[config.mk]
export PLATFORM = sky130hd
export DESIGN_NAME = pcie_gpio_target_flat
export DESIGN_NICKNAME = d
export VERILOG_FILES = /design/src/rtl/pcie_gpio_target_if.sv /design/src/rtl/pcie_gpio_target.sv /design/src/flat_wrapper.sv
export SDC_FILE = /design/constraint.sdc
export NUM_CORES = 1
export LEC_CHECK = 0
export ABC_AREA = 1
export CAP_MARGIN = 20
export CORE_ASPECT_RATIO = 0.5
export CORE_MARGIN = 4
export CORE_UTILIZATION = 35
export CTS_CLUSTER_SIZE = 14
export DETAILED_ROUTE_END_ITERATION = 12
export PLACE_DENSITY_LB_ADDON = 0.25
export SETUP_SLACK_MARGIN = 0.1
export SYNTH_ARGS = -nofsm -noshare
export SYNTH_HDL_FRONTEND = slang
export SYNTH_SLANG_ARGS = --single-unit
export TNS_END_PERCENT = 30
[constraint.sdc]
create_clock -name clk -period 8.9 [get_ports clk]
set_input_delay 1.78 -clock clk [delete_from_list [all_inputs] [get_ports clk]]
set_output_delay 1.78 -clock clk [all_outputs]
set_load 0.02 [all_outputs]
[src/rtl/pcie_gpio_target_if.sv]
// RX/TX TLP streaming bundle between the PCIe core and the GPIO target.
// The core side (master) drives received words and the transmit ready;
// the target side (slave) drives the completion stream.
interface pcie_gpio_target_if;
  logic [15:0] rx_data;
  logic        rx_st;
  logic        rx_end;
  logic [6:0]  rx_bar_hit;
  logic        tx_req;
  logic        tx_rdy;
  logic        tx_st;
  logic        tx_end;
  logic [15:0] tx_data;

  modport master (
    output rx_data, rx_st, rx_end, rx_bar_hit, tx_rdy,
    input  tx_req, tx_st, tx_end, tx_data
  );

  modport slave (
    input  rx_data, rx_st, rx_end, rx_bar_hit, tx_rdy,
    output tx_req, tx_st, tx_end, tx_data
  );
endinterface

[src/rtl/pcie_gpio_target.sv]
// PCIe BAR0 GPIO target: parses 16-bit MWr32/MRd32 TLP streams, serves a
// small register map (GPIO, scratch, ID) and returns one 8-word completion
// per accepted read, with posted/non-posted credit return pulses.
module pcie_gpio_target #(
  parameter logic [31:0] GPIO_RESET = 32'hFFFF_FFFE,
  parameter logic [31:0] ID_VALUE   = 32'h5449_0001
) (
  input  logic                    clk,
  input  logic                    rst,
  pcie_gpio_target_if.slave       bus,
  input  logic [7:0]              bus_num,
  input  logic [4:0]              dev_num,
  input  logic [2:0]              func_num,
  output logic [31:0]             gpio_out,
  output logic                    ph_processed,
  output logic                    pd_processed,
  output logic                    nph_processed,
  output logic                    drop_pulse
);

  typedef enum logic [1:0] {IDLE = 2'd0, REQ = 2'd1, SEND = 2'd2} tx_state_t;

  localparam logic [7:0] FT_MRD32 = 8'h00;
  localparam logic [7:0] FT_MWR32 = 8'h40;
  localparam logic [7:0] FT_MWR64 = 8'h60;

  // RX capture state
  logic [3:0]  cnt_r;        // index of the word on rx_data, saturates at 8
  logic        in_tlp_r;
  logic        bar_ok_r;
  logic [7:0]  fmt_type_r;
  logic        ep_r;
  logic [9:0]  len_r;
  logic [15:0] req_id_r;
  logic [7:0]  tag_r;
  logic [3:0]  first_be_r;
  logic [15:0] addr_lo_r;
  logic [15:0] data_hi_r;
  logic [31:0] scratch_r;

  // TX completion state, latched when a read is granted
  tx_state_t   state_r;
  logic [2:0]  widx_r;
  logic [15:0] cpl_req_id_r;
  logic [7:0]  cpl_tag_r;
  logic [4:0]  cpl_addr_r;
  logic [31:0] cpl_data_r;

  // Decode of the word currently on the bus (last word bypasses the regs)
  logic        active_s, end_s, bar_s, posted_s, idle_s;
  logic        is_mwr_s, is_mrd_s, ok_s, wr_s, rd_s, drop_s, cpl_done_s;
  logic [3:0]  idx_s;
  logic [7:0]  ft_s;
  logic [15:0] addr_lo_s;
  logic [31:0] wdata_s, rd_val_s;
  logic        unused_s;

  assign unused_s = ^{bus.rx_bar_hit[6:1], addr_lo_s[15:12], addr_lo_s[1:0]};

  // Byte-enable merge of a 32-bit write into an existing register value
  function automatic logic [31:0] byte_merge(input logic [31:0] old_v,
                                             input logic [31:0] new_v,
                                             input logic [3:0]  be);
    logic [31:0] r;
    r = old_v;
    for (int b = 0; b < 4; b++) begin
      if (be[b]) r[8*b +: 8] = new_v[8*b +: 8];
    end
    return r;
  endfunction

  // Completion word i built from the latched request fields
  function automatic logic [15:0] cpl_word(input logic [2:0] i);
    case (i)
      3'd0:    return 16'h4A00;
      3'd1:    return 16'h0001;
      3'd2:    return {bus_num, dev_num, func_num};
      3'd3:    return 16'h0004;
      3'd4:    return cpl_req_id_r;
      3'd5:    return {cpl_tag_r, 1'b0, cpl_addr_r, 2'b00};
      3'd6:    return cpl_data_r[31:16];
      3'd7:    return cpl_data_r[15:0];
      default: return 16'h0000;
    endcase
  endfunction

  // Classify the TLP ending this cycle and select the read-back value
  always_comb begin
    active_s   = bus.rx_st | in_tlp_r;
    idx_s      = bus.rx_st ? 4'd0 : cnt_r;
    end_s      = bus.rx_end & active_s;
    ft_s       = (idx_s == 4'd0) ? bus.rx_data[15:8] : fmt_type_r;
    bar_s      = bus.rx_st ? bus.rx_bar_hit[0] : bar_ok_r;
    addr_lo_s  = (idx_s == 4'd5) ? bus.rx_data : addr_lo_r;
    wdata_s    = {data_hi_r, bus.rx_data};
    idle_s     = (state_r == IDLE);
    posted_s   = (ft_s == FT_MWR32) | (ft_s == FT_MWR64);
    is_mwr_s   = (ft_s == FT_MWR32) & (idx_s == 4'd7);
    is_mrd_s   = (ft_s == FT_MRD32) & (idx_s == 4'd5);
    ok_s       = bar_s & ~ep_r & (len_r == 10'd1) & (is_mwr_s | is_mrd_s);
    wr_s       = end_s & ok_s & is_mwr_s;
    rd_s       = end_s & ok_s & is_mrd_s & idle_s;
    drop_s     = end_s & ~(ok_s & (is_mwr_s | (is_mrd_s & idle_s)));
    cpl_done_s = (state_r == SEND) & bus.tx_rdy & (widx_r == 3'd7);
    case (addr_lo_s[11:2])
      10'd0:   rd_val_s = gpio_out;
      10'd1:   rd_val_s = scratch_r;
      10'd2:   rd_val_s = ID_VALUE;
      default: rd_val_s = 32'h0000_0000;
    endcase
  end

  // Word counter and header/data field capture
  always_ff @(posedge clk or posedge rst) begin
    if (rst) begin
      cnt_r      <= 4'd0;
      in_tlp_r   <= 1'b0;
      bar_ok_r   <= 1'b0;
      fmt_type_r <= 8'h00;
      ep_r       <= 1'b0;
      len_r      <= 10'd0;
      req_id_r   <= 16'h0000;
      tag_r      <= 8'h00;
      first_be_r <= 4'h0;
      addr_lo_r  <= 16'h0000;
      data_hi_r  <= 16'h0000;
    end else begin
      if (active_s) begin
        in_tlp_r <= ~bus.rx_end;
        if (bus.rx_end)            cnt_r <= 4'd0;
        else if (bus.rx_st)        cnt_r <= 4'd1;
        else if (cnt_r != 4'd8)    cnt_r <= cnt_r + 4'd1;
        else                       cnt_r <= cnt_r;
        case (idx_s)
          4'd0: begin
            fmt_type_r <= bus.rx_data[15:8];
            bar_ok_r   <= bus.rx_bar_hit[0];
          end
          4'd1: begin
            ep_r  <= bus.rx_data[14];
            len_r <= bus.rx_data[9:0];
          end
          4'd2: req_id_r <= bus.rx_data;
          4'd3: begin
            tag_r      <= bus.rx_data[15:8];
            first_be_r <= bus.rx_data[3:0];
          end
          4'd5:    addr_lo_r <= bus.rx_data;
          4'd6:    data_hi_r <= bus.rx_data;
          default: ;
        endcase
      end else begin
        in_tlp_r <= 1'b0;
        cnt_r    <= 4'd0;
      end
    end
  end

  // Register file: byte-enabled writes to GPIO and scratch
  always_ff @(posedge clk or posedge rst) begin
    if (rst) begin
      gpio_out  <= GPIO_RESET;
      scratch_r <= 32'h0000_0000;
    end else if (wr_s) begin
      case (addr_lo_s[11:2])
        10'd0:   gpio_out  <= byte_merge(gpio_out, wdata_s, first_be_r);
        10'd1:   scratch_r <= byte_merge(scratch_r, wdata_s, first_be_r);
        default: ;
      endcase
    end
  end

  // Credit return and discard pulses, one cycle after the triggering event
  always_ff @(posedge clk or posedge rst) begin
    if (rst) begin
      ph_processed  <= 1'b0;
      pd_processed  <= 1'b0;
      nph_processed <= 1'b0;
      drop_pulse    <= 1'b0;
    end else begin
      ph_processed  <= end_s & posted_s;
      pd_processed  <= end_s & posted_s;
      nph_processed <= (drop_s & ~posted_s) | cpl_done_s;
      drop_pulse    <= drop_s;
    end
  end

  // Completion FSM: request the link, then stream 8 words under tx_rdy
  always_ff @(posedge clk or posedge rst) begin
    if (rst) begin
      state_r      <= IDLE;
      widx_r       <= 3'd0;
      bus.tx_req   <= 1'b0;
      bus.tx_st    <= 1'b0;
      bus.tx_end   <= 1'b0;
      bus.tx_data  <= 16'h0000;
      cpl_req_id_r <= 16'h0000;
      cpl_tag_r    <= 8'h00;
      cpl_addr_r   <= 5'd0;
      cpl_data_r   <= 32'h0000_0000;
    end else begin
      case (state_r)
        IDLE: begin
          if (rd_s) begin
            state_r      <= REQ;
            bus.tx_req   <= 1'b1;
            cpl_req_id_r <= req_id_r;
            cpl_tag_r    <= tag_r;
            cpl_addr_r   <= addr_lo_s[6:2];
            cpl_data_r   <= rd_val_s;
          end
        end
        REQ: begin
          if (bus.tx_rdy) begin
            state_r     <= SEND;
            widx_r      <= 3'd0;
            bus.tx_req  <= 1'b0;
            bus.tx_st   <= 1'b1;
            bus.tx_end  <= 1'b0;
            bus.tx_data <= cpl_word(3'd0);
          end
        end
        SEND: begin
          if (bus.tx_rdy) begin
            if (widx_r == 3'd7) begin
              state_r     <= IDLE;
              widx_r      <= 3'd0;
              bus.tx_st   <= 1'b0;
              bus.tx_end  <= 1'b0;
              bus.tx_data <= 16'h0000;
            end else begin
              widx_r      <= widx_r + 3'd1;
              bus.tx_st   <= 1'b0;
              bus.tx_end  <= (widx_r == 3'd6);
              bus.tx_data <= cpl_word(widx_r + 3'd1);
            end
          end
        end
        default: begin
          state_r     <= IDLE;
          widx_r      <= 3'd0;
          bus.tx_req  <= 1'b0;
          bus.tx_st   <= 1'b0;
          bus.tx_end  <= 1'b0;
          bus.tx_data <= 16'h0000;
        end
      endcase
    end
  end

endmodule
[src/flat_wrapper.sv]
// flat-port wrapper written by rule: the top's interface ports become plain ports
module pcie_gpio_target_flat 
#(
  parameter logic [31:0] GPIO_RESET = 32'hFFFF_FFFE,
  parameter logic [31:0] ID_VALUE   = 32'h5449_0001
)
  (clk, rst, bus_num, dev_num, func_num, gpio_out, ph_processed, pd_processed, nph_processed, drop_pulse, bus_rx_data, bus_rx_st, bus_rx_end, bus_rx_bar_hit, bus_tx_rdy, bus_tx_req, bus_tx_st, bus_tx_end, bus_tx_data);
  pcie_gpio_target_if bus_i ();
  input  logic clk;
  input  logic rst;
  input  logic [7:0] bus_num;
  input  logic [4:0] dev_num;
  input  logic [2:0] func_num;
  output logic [31:0] gpio_out;
  output logic ph_processed;
  output logic pd_processed;
  output logic nph_processed;
  output logic drop_pulse;
  input wire logic [$bits(bus_i.rx_data)-1:0] bus_rx_data;
  input wire logic [$bits(bus_i.rx_st)-1:0] bus_rx_st;
  input wire logic [$bits(bus_i.rx_end)-1:0] bus_rx_end;
  input wire logic [$bits(bus_i.rx_bar_hit)-1:0] bus_rx_bar_hit;
  input wire logic [$bits(bus_i.tx_rdy)-1:0] bus_tx_rdy;
  output wire logic [$bits(bus_i.tx_req)-1:0] bus_tx_req;
  output wire logic [$bits(bus_i.tx_st)-1:0] bus_tx_st;
  output wire logic [$bits(bus_i.tx_end)-1:0] bus_tx_end;
  output wire logic [$bits(bus_i.tx_data)-1:0] bus_tx_data;
  assign bus_i.rx_data = bus_rx_data;
  assign bus_i.rx_st = bus_rx_st;
  assign bus_i.rx_end = bus_rx_end;
  assign bus_i.rx_bar_hit = bus_rx_bar_hit;
  assign bus_i.tx_rdy = bus_tx_rdy;
  assign bus_tx_req = bus_i.tx_req;
  assign bus_tx_st = bus_i.tx_st;
  assign bus_tx_end = bus_i.tx_end;
  assign bus_tx_data = bus_i.tx_data;
  pcie_gpio_target #(.GPIO_RESET(GPIO_RESET), .ID_VALUE(ID_VALUE)) u_core (.clk(clk), .rst(rst), .bus(bus_i), .bus_num(bus_num), .dev_num(dev_num), .func_num(func_num), .gpio_out(gpio_out), .ph_processed(ph_processed), .pd_processed(pd_processed), .nph_processed(nph_processed), .drop_pulse(drop_pulse));
endmodule
==> results.txt <==
----------------------------------------------------
[Outcome]
  Result of the run ... complete, no violations

[Placement]
  Worst slack at placement ... 3.28 ns
  Routability cong. ... 0.862
  Placed Cells ... 1,711
  Port Buf Inserts ... 92
  Detailed placement HPWL ... 22.2 mm

[Route]
  DRC violation total after the first TritonRoute iteration ... 992
  First-pass iteration count of the detailed router ... 5
  Wirelength per Cell ... 18.2 um
  Detailed-route vias per instance ... 5.12
  Via count ... 8,972
  Antenna-violating nets left ... 0
  DR DRC count ... 0
  Final routed wirelength across all metal layers ... 31.9 mm

[Critical path]
  CP Capture Type ... register
  Data arrival time of the critical path ... 5.51 ns
  Delay of the slowest cell on the worst path ... 0.70 ns
  Worst R2R Setup Slack ... 5.35 ns
  Register-to-Register Path Depth ... 11
  Worst r2r src ... u_core.cnt_r[0]
  CP max stage cell ... sky130_fd_sc_hd__nor2_4
  Most common cell on crit path ... sky130_fd_sc_hd__nand2_1
  Series of cell instances along the critical path ... clkdlybuf4s50_1 > inv_2 > nand2_1 > nor2_2 > nand3_1 > nand2_1 > nand2_1 > inv_1 > nand3_2 > nor2_4 > nand3_2 > nand2_1 > nand2_1
  Max FO, Critical Path ... 36
  Data required, critical path ... 9.31 ns
  Sum of buffers and inverters on the critical path ... 3
  Worst setup SP type ... input port
  Startpoint-to-endpoint class of the critical path ... input port to register
  Worst R2R End ... u_core.scratch_r[30]
  Family of cells with the greatest summed delay on the critical path ... simple AND/OR/NAND/NOR gates

[Floorplan]
  Core Box Area ... 0.0295 sq mm
  IO Pins ... 99
  Die span in y ... 132 um
  Number of rows in the core area ... 44
  Full die area ... 0.0336 sq mm
  Width of the die ... 255 um
  Initial core utilization ... 36.2%

[Timing]
  Largest clock skew in the final design ... 0.0102 ns
  Min setup slack post-route ... 3.80 ns
  RSZ-0062 raised after global routing ... false
  Least-Margin Pin Slew ... 1.06 ns
  Highest Clock Rate ... 196 MHz
  Period minus WS final ... 5.10 ns
  Final hold viol count ... 0
  Setup_tns ... 0 ns
  Period Utilization, post-route ... 57.3%
  Final setup viols ... 0
  Slew headroom ... 29.1%
  Pins over their slew limit ... 0

[Synthesis]
  Number of synthesized flops with an enable pin ... 0
  Count of state elements after synthesis ... 231
  Sequential share of the synthesized area ... 54.5%
  Async S/R FF share, synth ... 100%
  Post-synthesis instance area ... 0.0107 sq mm
  Commonest cells in the netlist ... sky130_fd_sc_hd__nand2_1 (502), sky130_fd_sc_hd__dfrtp_1 (200), sky130_fd_sc_hd__o21ai_0 (129)
  Primary FF master, synth ... sky130_fd_sc_hd__dfrtp_1
  Library cell occupying the most area in the post-synthesis netlist ... sky130_fd_sc_hd__dfrtp_1
  Top post-synthesis cells by area ... sky130_fd_sc_hd__dfrtp_1 (47%), sky130_fd_sc_hd__nand2_1 (18%), sky130_fd_sc_hd__dfstp_2 (7.6%)
  Number of standard cells after synthesis ... 1,282
  Number of distinct library cells after synthesis ... 40
  Top cell type's share of synthesized area ... 46.8%
  Mapped Avg Cell Area ... 8.33 sq um
  Synthesized net count ... 1,337
  Number of synthesis warnings ... 0
  Most frequent cell after synthesis ... sky130_fd_sc_hd__nand2_1

[Power]
  Worst voltage drop across the vdd grid ... 0.132 mV
  Power Total ... 2.67 mW
  LEAKAGE ... 6.13 nW
  PD cells ... 210 mW/mm^2

[Clock tree]
  Number of clock sinks ... 231
  CTS tree ... done
  Htree depth ... 1
  Clock tree root driver cell ... sky130_fd_sc_hd__clkbuf_16
  Count of hold buffers inserted by post-cts repair ... 0
  Gates resized, CTS repair ... 0
  Clock latency reported for the late side of the worst-skew pair ... 0.52 ns
  TritonCTS Buffers ... 24
  Maximum buffer depth of the clock tree ... 3
  Clock slew at reported path FFs ... 0.06 ns
  Post-CTS Setup Repair Bufs ... 0

[Hold path]
  Worst hold path type ... register to register
  Hold path startpoint ... u_core.scratch_r[27]
  Depth of the worst hold-timing path ... 2
  Worst-case hold path end point ... u_core.scratch_r[27]

[Cells and area]
  Final standard cell count with taps included and fillers excluded ... 1,754
  Final net count ... 1,402
  Area Overhead vs Synth ... 19.0%
  Fraction of final layout cells with drive strength greater than 1 ... 7.92%
  Count of antenna diodes in the layout ... 0
  Number of fillers in the final layout ... 2,914

[Global route]
  Busiest layer in global routing ... met1
  Total global routing overflow ... 0
  Met1 layer usage reported by global route ... 29.0%
  Initial antenna violation count ... 2
  Met3 capacity usage during global routing ... 3.24%
  Maximum number of pins on one net before global-route repair ... 112
  First-pass GRT wire length ... 50.4 mm
  Met2 demand-to-capacity share in global routing ... 27.5%
  Via count of the first global-routing pass ... 8,605
  Overall track demand over capacity in global routing ... 18.9%

[Job]
  Maxcap violations ... 0

----------------------------------------------------
-- through the flow --
stage          util (%)  cell area (sq um)  hold slack, ns
4_1_cts            43.0              12700           0.474
6_report           43.1              12700           0.470
2_1_floorplan         -              10700           0.442
3_3_place_gp       40.3              11900           0.455
5_1_grt            43.1              12700           0.489
3_5_place_dp       40.3              11900           0.460
-- area by class of cell --
class	count	area (sq um)	area share [%]
clock buffers	33	696	5.47
clock inverters	9	109	0.856
inverters	95	364	2.86
multi-input cells	893	4230	33.2
flip-flops and latches	231	5820	45.8
well taps	391	489	3.85
repair buffers	102	1020	7.99
-- kinds of logic (layout without fill, tap and decap cells) --
kind of cell | Yosys count | in the layout | share of synthesized area (%)
simple gates | 697 | 697 | 28.2
buf+inv | 158 | 239 | 6.07
flops | 231 | 231 | 54.5
compound gates | 183 | 183 | 9.86
fa+ha+maj | 11 | 11 | 1.29
xor+xnor | 2 | 2 | 0.164
-- layout by cell type, fill, tap and decap left out, drive strengths merged --
cell type / instances
a211oi: 5
a21oi: 13
a221oi: 10
a22o: 15
and2: 1
and3: 1
buf: 10
bufinv: 2
clkbuf: 33
clkdlybuf4s50: 92
clkinv: 6
clkinvlp: 1
dfrtp: 200
dfstp: 31
ha: 11
inv: 95
nand2: 503
nand3: 90
nand3b: 1
nand4: 57
nor2: 40
nor2b: 1
nor3: 2
nor4: 1
o2111ai: 2
o211ai: 4
o21ai: 133
o31ai: 1
xnor2: 1
xor2: 1
-- metal layers --
metal	vias to the layer above	part of all wire (%)	routed length (um)
met5	-	0.072	23
met4	4	2.6	814
met3	57	6.2	1990
met2	274	43	13500
met1	4295	49	15500
li1	4342	-	-
-- worst reg2reg max path, stage by stage (launching register included) --
cell	delay, ns
sky130_fd_sc_hd__dfrtp_1	0.46
sky130_fd_sc_hd__nand2_1	0.15
sky130_fd_sc_hd__nor2_2	0.43
sky130_fd_sc_hd__nand3_1	0.13
sky130_fd_sc_hd__nand2_1	0.16
sky130_fd_sc_hd__nand2_1	0.14
sky130_fd_sc_hd__inv_1	0.50
sky130_fd_sc_hd__nand3_2	0.20
sky130_fd_sc_hd__nor2_4	0.70
sky130_fd_sc_hd__nand3_2	0.36
sky130_fd_sc_hd__nand2_1	0.16
sky130_fd_sc_hd__nand2_1	0.06
-- registers in the layout, indices dropped and copies added (netlist names), 10 cells and up --
signal and cells:
u_core.bus.tx_data 16, u_core.data_hi_r 16, u_core.len_r 10, u_core.scratch_r 32, u_core.gpio_out 32, u_core.addr_lo_r 10
u_core.cpl_req_id_r 16, u_core.req_id_r 16, u_core.cpl_data_r 32
-- worst max-delay path by stage --
stage | endpoint | from | cells after the start
floorplan | u_core.addr_lo_r[10] | rst | 1
global placement | u_core.scratch_r[25] | bus_rx_st | 13
detailed placement | u_core.scratch_r[28] | bus_rx_st | 13
CTS | u_core.scratch_r[4] | bus_rx_st | 13
global route | u_core.scratch_r[28] | bus_rx_st | 13
finish | u_core.scratch_r[30] | bus_rx_st | 13
-- power breakdown --
part	switching (mW)	total [mW]	internal, mW
Sequential	0.0485	1.17	1.12
Combinational	0.335	0.473	0.138
Clock	0.424	1.03	0.605
Total	0.807	2.67	1.86
Note: power is estimated with default switching activity, not from simulation.
